File: src/rtl/lsu_pkg.sv
// Shared definitions for the load/store unit: access-size codes, FSM state
// encoding and the alignment rule used when a request is accepted.
package lsu_pkg;

    localparam logic [1:0] mem_size_byte = 2'b00;
    localparam logic [1:0] mem_size_half = 2'b01;
    localparam logic [1:0] mem_size_word = 2'b10;

    typedef enum logic [1:0] {
        lsu_idle = 2'b00,
        lsu_bus  = 2'b01,
        lsu_resp = 2'b10
    } lsu_state_e;

    // True when the size code is legal and the byte offset suits that size.
    function automatic logic is_aligned(input logic [1:0] size, input logic [1:0] off);
        logic ok;
        case (size)
            mem_size_byte: ok = 1'b1;
            mem_size_half: ok = (off[0] == 1'b0);
            mem_size_word: ok = (off == 2'b00);
            default:       ok = 1'b0;
        endcase
        return ok;
    endfunction

endpackage

File: src/rtl/lsu_lanes.sv
// Byte-lane logic for the load/store unit: request legality, byte enables,
// store-data replication, and load-lane extraction with sign/zero extension.
module lsu_lanes
    import lsu_pkg::*;
(
    input  logic [1:0]  req_size,
    input  logic [1:0]  req_off,
    input  logic [31:0] wdata,
    output logic        req_ok,
    output logic [3:0]  be,
    output logic [31:0] wdata_rep,
    input  logic [1:0]  ld_size,
    input  logic        ld_unsigned,
    input  logic [1:0]  ld_off,
    input  logic [31:0] rdata,
    output logic [31:0] load_data
);

    logic [31:0] shifted_s;

    // Request side: legality, byte enables and replicated store data.
    always_comb begin
        req_ok    = is_aligned(req_size, req_off);
        be        = 4'b0000;
        wdata_rep = 32'h0000_0000;
        case (req_size)
            mem_size_byte: begin
                be        = 4'b0001 << req_off;
                wdata_rep = {4{wdata[7:0]}};
            end
            mem_size_half: begin
                be        = 4'b0011 << req_off;
                wdata_rep = {2{wdata[15:0]}};
            end
            mem_size_word: begin
                be        = 4'b1111;
                wdata_rep = wdata;
            end
            default: begin
                be        = 4'b0000;
                wdata_rep = 32'h0000_0000;
            end
        endcase
    end

    // Load side: move the addressed lane down to bit 0, then extend it.
    always_comb begin
        shifted_s = rdata >> {ld_off, 3'b000};
        load_data = 32'h0000_0000;
        case (ld_size)
            mem_size_byte: begin
                if (ld_unsigned) begin
                    load_data = {24'h00_0000, shifted_s[7:0]};
                end else begin
                    load_data = {{24{shifted_s[7]}}, shifted_s[7:0]};
                end
            end
            mem_size_half: begin
                if (ld_unsigned) begin
                    load_data = {16'h0000, shifted_s[15:0]};
                end else begin
                    load_data = {{16{shifted_s[15]}}, shifted_s[15:0]};
                end
            end
            mem_size_word: load_data = rdata;
            default:       load_data = 32'h0000_0000;
        endcase
    end

endmodule

File: src/rtl/lsu.sv
// Load/store unit: accepts a load/store from the datapath, runs a req/ack
// bus transaction with byte enables, returns extended load data and stalls
// the core until completion. Misalignment and bus timeouts end in RESP with
// err set, so the core never hangs.
module lsu
    import lsu_pkg::*;
#(
    parameter int unsigned TIMEOUT = 16
) (
    input  logic        clk,
    input  logic        rst,
    input  logic        req_valid,
    input  logic        req_we,
    input  logic [1:0]  req_size,
    input  logic        req_unsigned,
    input  logic [31:0] addr,
    input  logic [31:0] wdata,
    output logic [31:0] read_data,
    output logic        stall,
    output logic        done,
    output logic        err,
    output logic        bus_req,
    output logic        bus_we,
    output logic [31:0] bus_addr,
    output logic [3:0]  bus_be,
    output logic [31:0] bus_wdata,
    input  logic        bus_ack,
    input  logic [31:0] bus_rdata
);

    // Counter value in the last BUS cycle before the access is abandoned.
    localparam logic [7:0] TIMEOUT_LAST = 8'(TIMEOUT - 1);

    lsu_state_e  state_q, state_d;
    logic [7:0]  cnt_q, cnt_d;
    logic [31:0] read_data_q, read_data_d;
    logic        done_q, done_d;
    logic        err_q, err_d;
    logic        bus_req_q, bus_req_d;
    logic        bus_we_q, bus_we_d;
    logic [31:0] bus_addr_q, bus_addr_d;
    logic [3:0]  bus_be_q, bus_be_d;
    logic [31:0] bus_wdata_q, bus_wdata_d;
    logic [1:0]  off_q, off_d;
    logic [1:0]  size_q, size_d;
    logic        uns_q, uns_d;

    logic        req_ok_s;
    logic [3:0]  be_s;
    logic [31:0] wdata_rep_s;
    logic [31:0] load_s;

    lsu_lanes u_lanes (
        .req_size    (req_size),
        .req_off     (addr[1:0]),
        .wdata       (wdata),
        .req_ok      (req_ok_s),
        .be          (be_s),
        .wdata_rep   (wdata_rep_s),
        .ld_size     (size_q),
        .ld_unsigned (uns_q),
        .ld_off      (off_q),
        .rdata       (bus_rdata),
        .load_data   (load_s)
    );

    // State register.
    always_ff @(posedge clk or negedge rst) begin
        if (!rst) begin
            state_q <= lsu_idle;
        end else begin
            state_q <= state_d;
        end
    end

    // Next-state logic; an ack takes priority over an expiring timeout.
    always_comb begin
        state_d = state_q;
        case (state_q)
            lsu_idle: begin
                if (req_valid) begin
                    if (req_ok_s) begin
                        state_d = lsu_bus;
                    end else begin
                        state_d = lsu_resp;
                    end
                end else begin
                    state_d = lsu_idle;
                end
            end
            lsu_bus: begin
                if (bus_ack) begin
                    state_d = lsu_resp;
                end else if (cnt_q == TIMEOUT_LAST) begin
                    state_d = lsu_resp;
                end else begin
                    state_d = lsu_bus;
                end
            end
            lsu_resp: state_d = lsu_idle;
            default:  state_d = lsu_idle;
        endcase
    end

    // Output/datapath next values: bus fields hold while in BUS, done/err
    // are raised only on the edge that enters RESP.
    always_comb begin
        cnt_d       = cnt_q;
        read_data_d = read_data_q;
        done_d      = 1'b0;
        err_d       = 1'b0;
        bus_req_d   = bus_req_q;
        bus_we_d    = bus_we_q;
        bus_addr_d  = bus_addr_q;
        bus_be_d    = bus_be_q;
        bus_wdata_d = bus_wdata_q;
        off_d       = off_q;
        size_d      = size_q;
        uns_d       = uns_q;
        case (state_q)
            lsu_idle: begin
                if (req_valid) begin
                    if (req_ok_s) begin
                        bus_req_d   = 1'b1;
                        bus_we_d    = req_we;
                        bus_addr_d  = {addr[31:2], 2'b00};
                        bus_be_d    = be_s;
                        bus_wdata_d = wdata_rep_s;
                        off_d       = addr[1:0];
                        size_d      = req_size;
                        uns_d       = req_unsigned;
                        cnt_d       = 8'd0;
                    end else begin
                        done_d      = 1'b1;
                        err_d       = 1'b1;
                        read_data_d = 32'h0000_0000;
                    end
                end else begin
                    cnt_d = cnt_q;
                end
            end
            lsu_bus: begin
                if (bus_ack) begin
                    bus_req_d = 1'b0;
                    done_d    = 1'b1;
                    if (bus_we_q) begin
                        read_data_d = 32'h0000_0000;
                    end else begin
                        read_data_d = load_s;
                    end
                end else if (cnt_q == TIMEOUT_LAST) begin
                    bus_req_d   = 1'b0;
                    done_d      = 1'b1;
                    err_d       = 1'b1;
                    read_data_d = 32'h0000_0000;
                end else begin
                    cnt_d = cnt_q + 8'd1;
                end
            end
            lsu_resp: begin
                done_d = 1'b0;
            end
            default: begin
                bus_req_d = 1'b0;
            end
        endcase
    end

    // Output and request-context registers, cleared asynchronously.
    always_ff @(posedge clk or negedge rst) begin
        if (!rst) begin
            cnt_q       <= 8'd0;
            read_data_q <= 32'h0000_0000;
            done_q      <= 1'b0;
            err_q       <= 1'b0;
            bus_req_q   <= 1'b0;
            bus_we_q    <= 1'b0;
            bus_addr_q  <= 32'h0000_0000;
            bus_be_q    <= 4'b0000;
            bus_wdata_q <= 32'h0000_0000;
            off_q       <= 2'b00;
            size_q      <= 2'b00;
            uns_q       <= 1'b0;
        end else begin
            cnt_q       <= cnt_d;
            read_data_q <= read_data_d;
            done_q      <= done_d;
            err_q       <= err_d;
            bus_req_q   <= bus_req_d;
            bus_we_q    <= bus_we_d;
            bus_addr_q  <= bus_addr_d;
            bus_be_q    <= bus_be_d;
            bus_wdata_q <= bus_wdata_d;
            off_q       <= off_d;
            size_q      <= size_d;
            uns_q       <= uns_d;
        end
    end

    // Stall the core while a request waits in IDLE or a bus access is open.
    always_comb begin
        stall = ((state_q == lsu_idle) && req_valid) || (state_q == lsu_bus);
    end

    assign read_data = read_data_q;
    assign done      = done_q;
    assign err       = err_q;
    assign bus_req   = bus_req_q;
    assign bus_we    = bus_we_q;
    assign bus_addr  = bus_addr_q;
    assign bus_be    = bus_be_q;
    assign bus_wdata = bus_wdata_q;

endmodule

File: config.mk
export PLATFORM = sky130hd
export DESIGN_NAME = lsu
export DESIGN_NICKNAME = d
export VERILOG_FILES = /design/src/rtl/lsu_pkg.sv /design/src/rtl/lsu_lanes.sv /design/src/rtl/lsu.sv
export SDC_FILE = /design/constraint.sdc
export NUM_CORES = 1
export LEC_CHECK = 0
export CORE_MARGIN = 1.5
export CORE_UTILIZATION = 43
export CTS_CLUSTER_DIAMETER = 50
export DETAILED_ROUTE_END_ITERATION = 12
export PLACE_DENSITY_LB_ADDON = 0.15
export RECOVER_POWER = 50
export SLEW_MARGIN = 10
export SYNTH_ARGS = -nofsm -noshare
export SYNTH_HDL_FRONTEND = slang
export SYNTH_SLANG_ARGS = --single-unit
File: constraint.sdc
create_clock -name clk -period 3.9 [get_ports clk]
set_input_delay 0.585 -clock clk [delete_from_list [all_inputs] [get_ports clk]]
set_output_delay 0.585 -clock clk [all_outputs]
set_load 0.01 [all_outputs]
==> impl_metrics.toml <==
[status]
status = "finished, violations left"
violations = "max-capacitance violations, max-slew violations"

[die]
io_pins = 209
core_um2 = 12570
die_h_um = 116.2
die_x_um = 116.2
rows = 41
start_util = 0.4382
die_area_um2 = 13500

[timing]
fmax_mhz = 377.1
post-route-period-util = 0.6799
finalSetupViolations = 0
finalCriticalPeriod_ns = 2.652
clock-skew-final_ns = 0.009527
hold_viol = 0
rsz0062_at_grt = "no"
tightest_slew_ns = 1.733
fin_setup_tns_ns = 0
final_max_slew_viol_count = 71
slew_headroom = -0.1555

[critical_path]
crit_family = "buffers and inverters"
rrSetupSlack_ns = 1.41
critPathRequiredTime_ns = 4.19
critical_path.cell_chain = "clkbuf_2 > clkbuf_1"
critPathBufInv = 2
criticalPathCategory = "input pin to asynchronous set/reset pin"
cp.arrival_ns = 2.94
cp_max_fo = 70
start_kind = "input pin"
critPathMaxStageDelay_ns = 1.23
critPathSlowestCell = "clkbuf_2"
crit_path_end_kind = "asynchronous set/reset pin"

[logic_synthesis]
ys_types = 49
synth_compound_area_frac = 0.1842
syn_area_um2 = 5508
netlist.area_leader.share = 0.5316
synthCells = 496
ys_seq_elements = 117
synth_xor_area_frac = 0.006361
synth_fa_ha_area_frac = 0.002272
ys_seq_area_frac = 0.5316
synth_top_family_by_area = "compound AO/OA/AOI/OAI gates"
synth_common_cells = "117 x dfrtp_1, 57 x mux2_2, 49 x a21oi_1, 47 x nand2_1, 25 x o21ai_0"
synthTopCellsByArea = "dfrtp_1 53%, mux2_2 12%, a21oi_1 4.5%, nand2_1 3.2%, o2bb2ai_1 2.7%"
synth_ff_type = "dfrtp_1"
synth_mux_area_frac = 0.1424
postSynth.asyncResetShare = 1.000
syn_avg_cell_area_um2 = 11.10
synth_edf_count = 0
synth-simple-area-share = 0.09246
yosysWarnings = 0
synth_top_cell_by_area = "dfrtp_1"
synth_most_common_cell = "dfrtp_1"

[final_layout]
syn2layout_area_growth_pct = 50.18
fin_area_um2 = 8272
drive_gt1_frac = 0.1483
layout.nets = 801
fillers = 1005
n_antenna_cell = 0

[drt]
vias_per_cell = 5.317
drt-initial-drc-count = 272
dr.pass1.iters = 4
post_drt_wl_per_cell_um = 17.07
finalWirelength_um = 15030
ant_nets = 0
drc = 0
via_count = 4679

[hold_path]
hold_path_class = "register to register"

[grt]
grt_pass1_wl_um = 23970
grt_util_all_layers = 0.2311
antenna_found_initial = 0
grt_max_degree = 71
grt_pass1_vias = 4831
overflow = 0

[cts]
clockRootBuffer = "clkbuf_16"
cts_buffers = 17
htreeDepth = 4
cts_tree = "done"
post_cts_resized = 0
clkTransAtPathRegs_ns = 0.05
clock_path_buffers = 2
ctsHoldBuffers = 0
clock_latency_ns = 0.41
clock-sinks = 117
postCtsSetupBuffers = 0

[pwr]
p_leak_nw = 3.660
power_density_nw_per_um2 = 637.8
max-vdd-ir-drop_v = 0.0003559

[place]
port_buffers = 206
gp_congestion = 0.8256
dpl-instance-area_um2 = 7705
dpl.hpwl_um = 10660

[job]
cap_violations = 1
final timing paths:
check	depth (start not counted)	end	start
setup / recovery	2	read_data[7]$_DFFE_PN0P_	rst
hold / removal	1	read_data[4]$_DFFE_PN0P_	read_data[4]$_DFFE_PN0P_
setup reg to reg	4	read_data[30]$_DFFE_PN0P_	off_q[1]$_DFFE_PN0P_
hold reg to reg	1	read_data[4]$_DFFE_PN0P_	read_data[4]$_DFFE_PN0P_
max in group clk	5	bus_addr[27]$_DFFE_PN0P_	addr[0]
min in group asynchronous	1	done$_DFF_PN0_	rst
cell type report:
type                    count  area, um^2  area share
well taps                 172       215.2     0.02602
repair buffers            216        2137      0.2584
clock inverters             9       102.6     0.01240
multi-input cells         333        2374      0.2869
inverters                  11       41.29    0.004992
clock buffers              22       474.2     0.05733
flip-flops and latches    117        2928      0.3540
registers in the layout, indices dropped and copies added (netlist names):
register   cells
bus_addr      30
size_q         2
cnt_q          8
off_q          2
uns_q          1
state_q        2
bus_we         1
done           1
err            1
bus_req        1
bus_be         4
read_data     32
bus_wdata     32
per-stage QoR:
| step | power (W) | hold WS [ns] | worst slack (ns) | instances | utilization |
|---|---|---|---|---|---|
| after global routing | 0.005574 | 0.4940 | 0.7216 | 880 | 0.6581 |
| after floorplan | 0.002779 | 0.2894 | 2.060 | 497 | - |
| after global placement | 0.003797 | 0.4604 | 1.066 | 849 | 0.6130 |
| after detailed placement | 0.003839 | 0.4657 | 0.9516 | 849 | 0.6130 |
| after CTS | 0.005393 | 0.3225 | 1.391 | 880 | 0.6589 |
| final | 0.005276 | 0.4655 | 1.248 | 880 | 0.6581 |
cell usage in the layout (no fill, tap or decap), types with 4 or more instances in the layout:
cell type	Yosys	layout
o21ai_0	25	25
o211ai_1	5	5
mux2_2	57	57
clkbuf_1	19	4
dlygate4sd3_1	0	50
clkinv_2	0	4
a221oi_1	7	7
nand3_1	7	7
a211oi_1	8	8
o2bb2ai_1	17	17
a21o_1	14	14
inv_1	11	11
clkdlybuf4s50_1	0	155
clkbuf_16	0	17
xor2_1	4	4
dfrtp_1	117	117
nor2b_1	11	10
buf_4	4	7
a22oi_1	13	13
a21oi_1	49	49
nand2_1	47	47
nor2_1	20	20
mux2i_1	12	12
kinds of logic after synthesis:
kind of cell / Yosys count
buf+inv: 47
flops: 117
xor+xnor: 4
other cells: 1
simple gates: 105
compound gates: 151
fa+ha+maj: 1
mux: 70
per-layer routing:
metal | vias to the layer above | part of all wire | routed length [um] | GRT usage
li1 | 2193 | - | - | -
met1 | 2261 | 0.40 | 6003 | 0.2733
met2 | 189 | 0.49 | 7350 | 0.3780
met3 | 36 | 0.087 | 1307 | 0.08822
met4 | 0 | 0.024 | 363 | 0.09919
met5 | - | 0 | 0 | 0
power breakdown:
group	internal (W)	switching (W)	total, W
sequential	0.00160	0.000293	0.00189
clock	0.000981	0.000540	0.00152
combinational	0.00105	0.000810	0.00186
No activity file was read; power rests on OpenSTA's default activity.
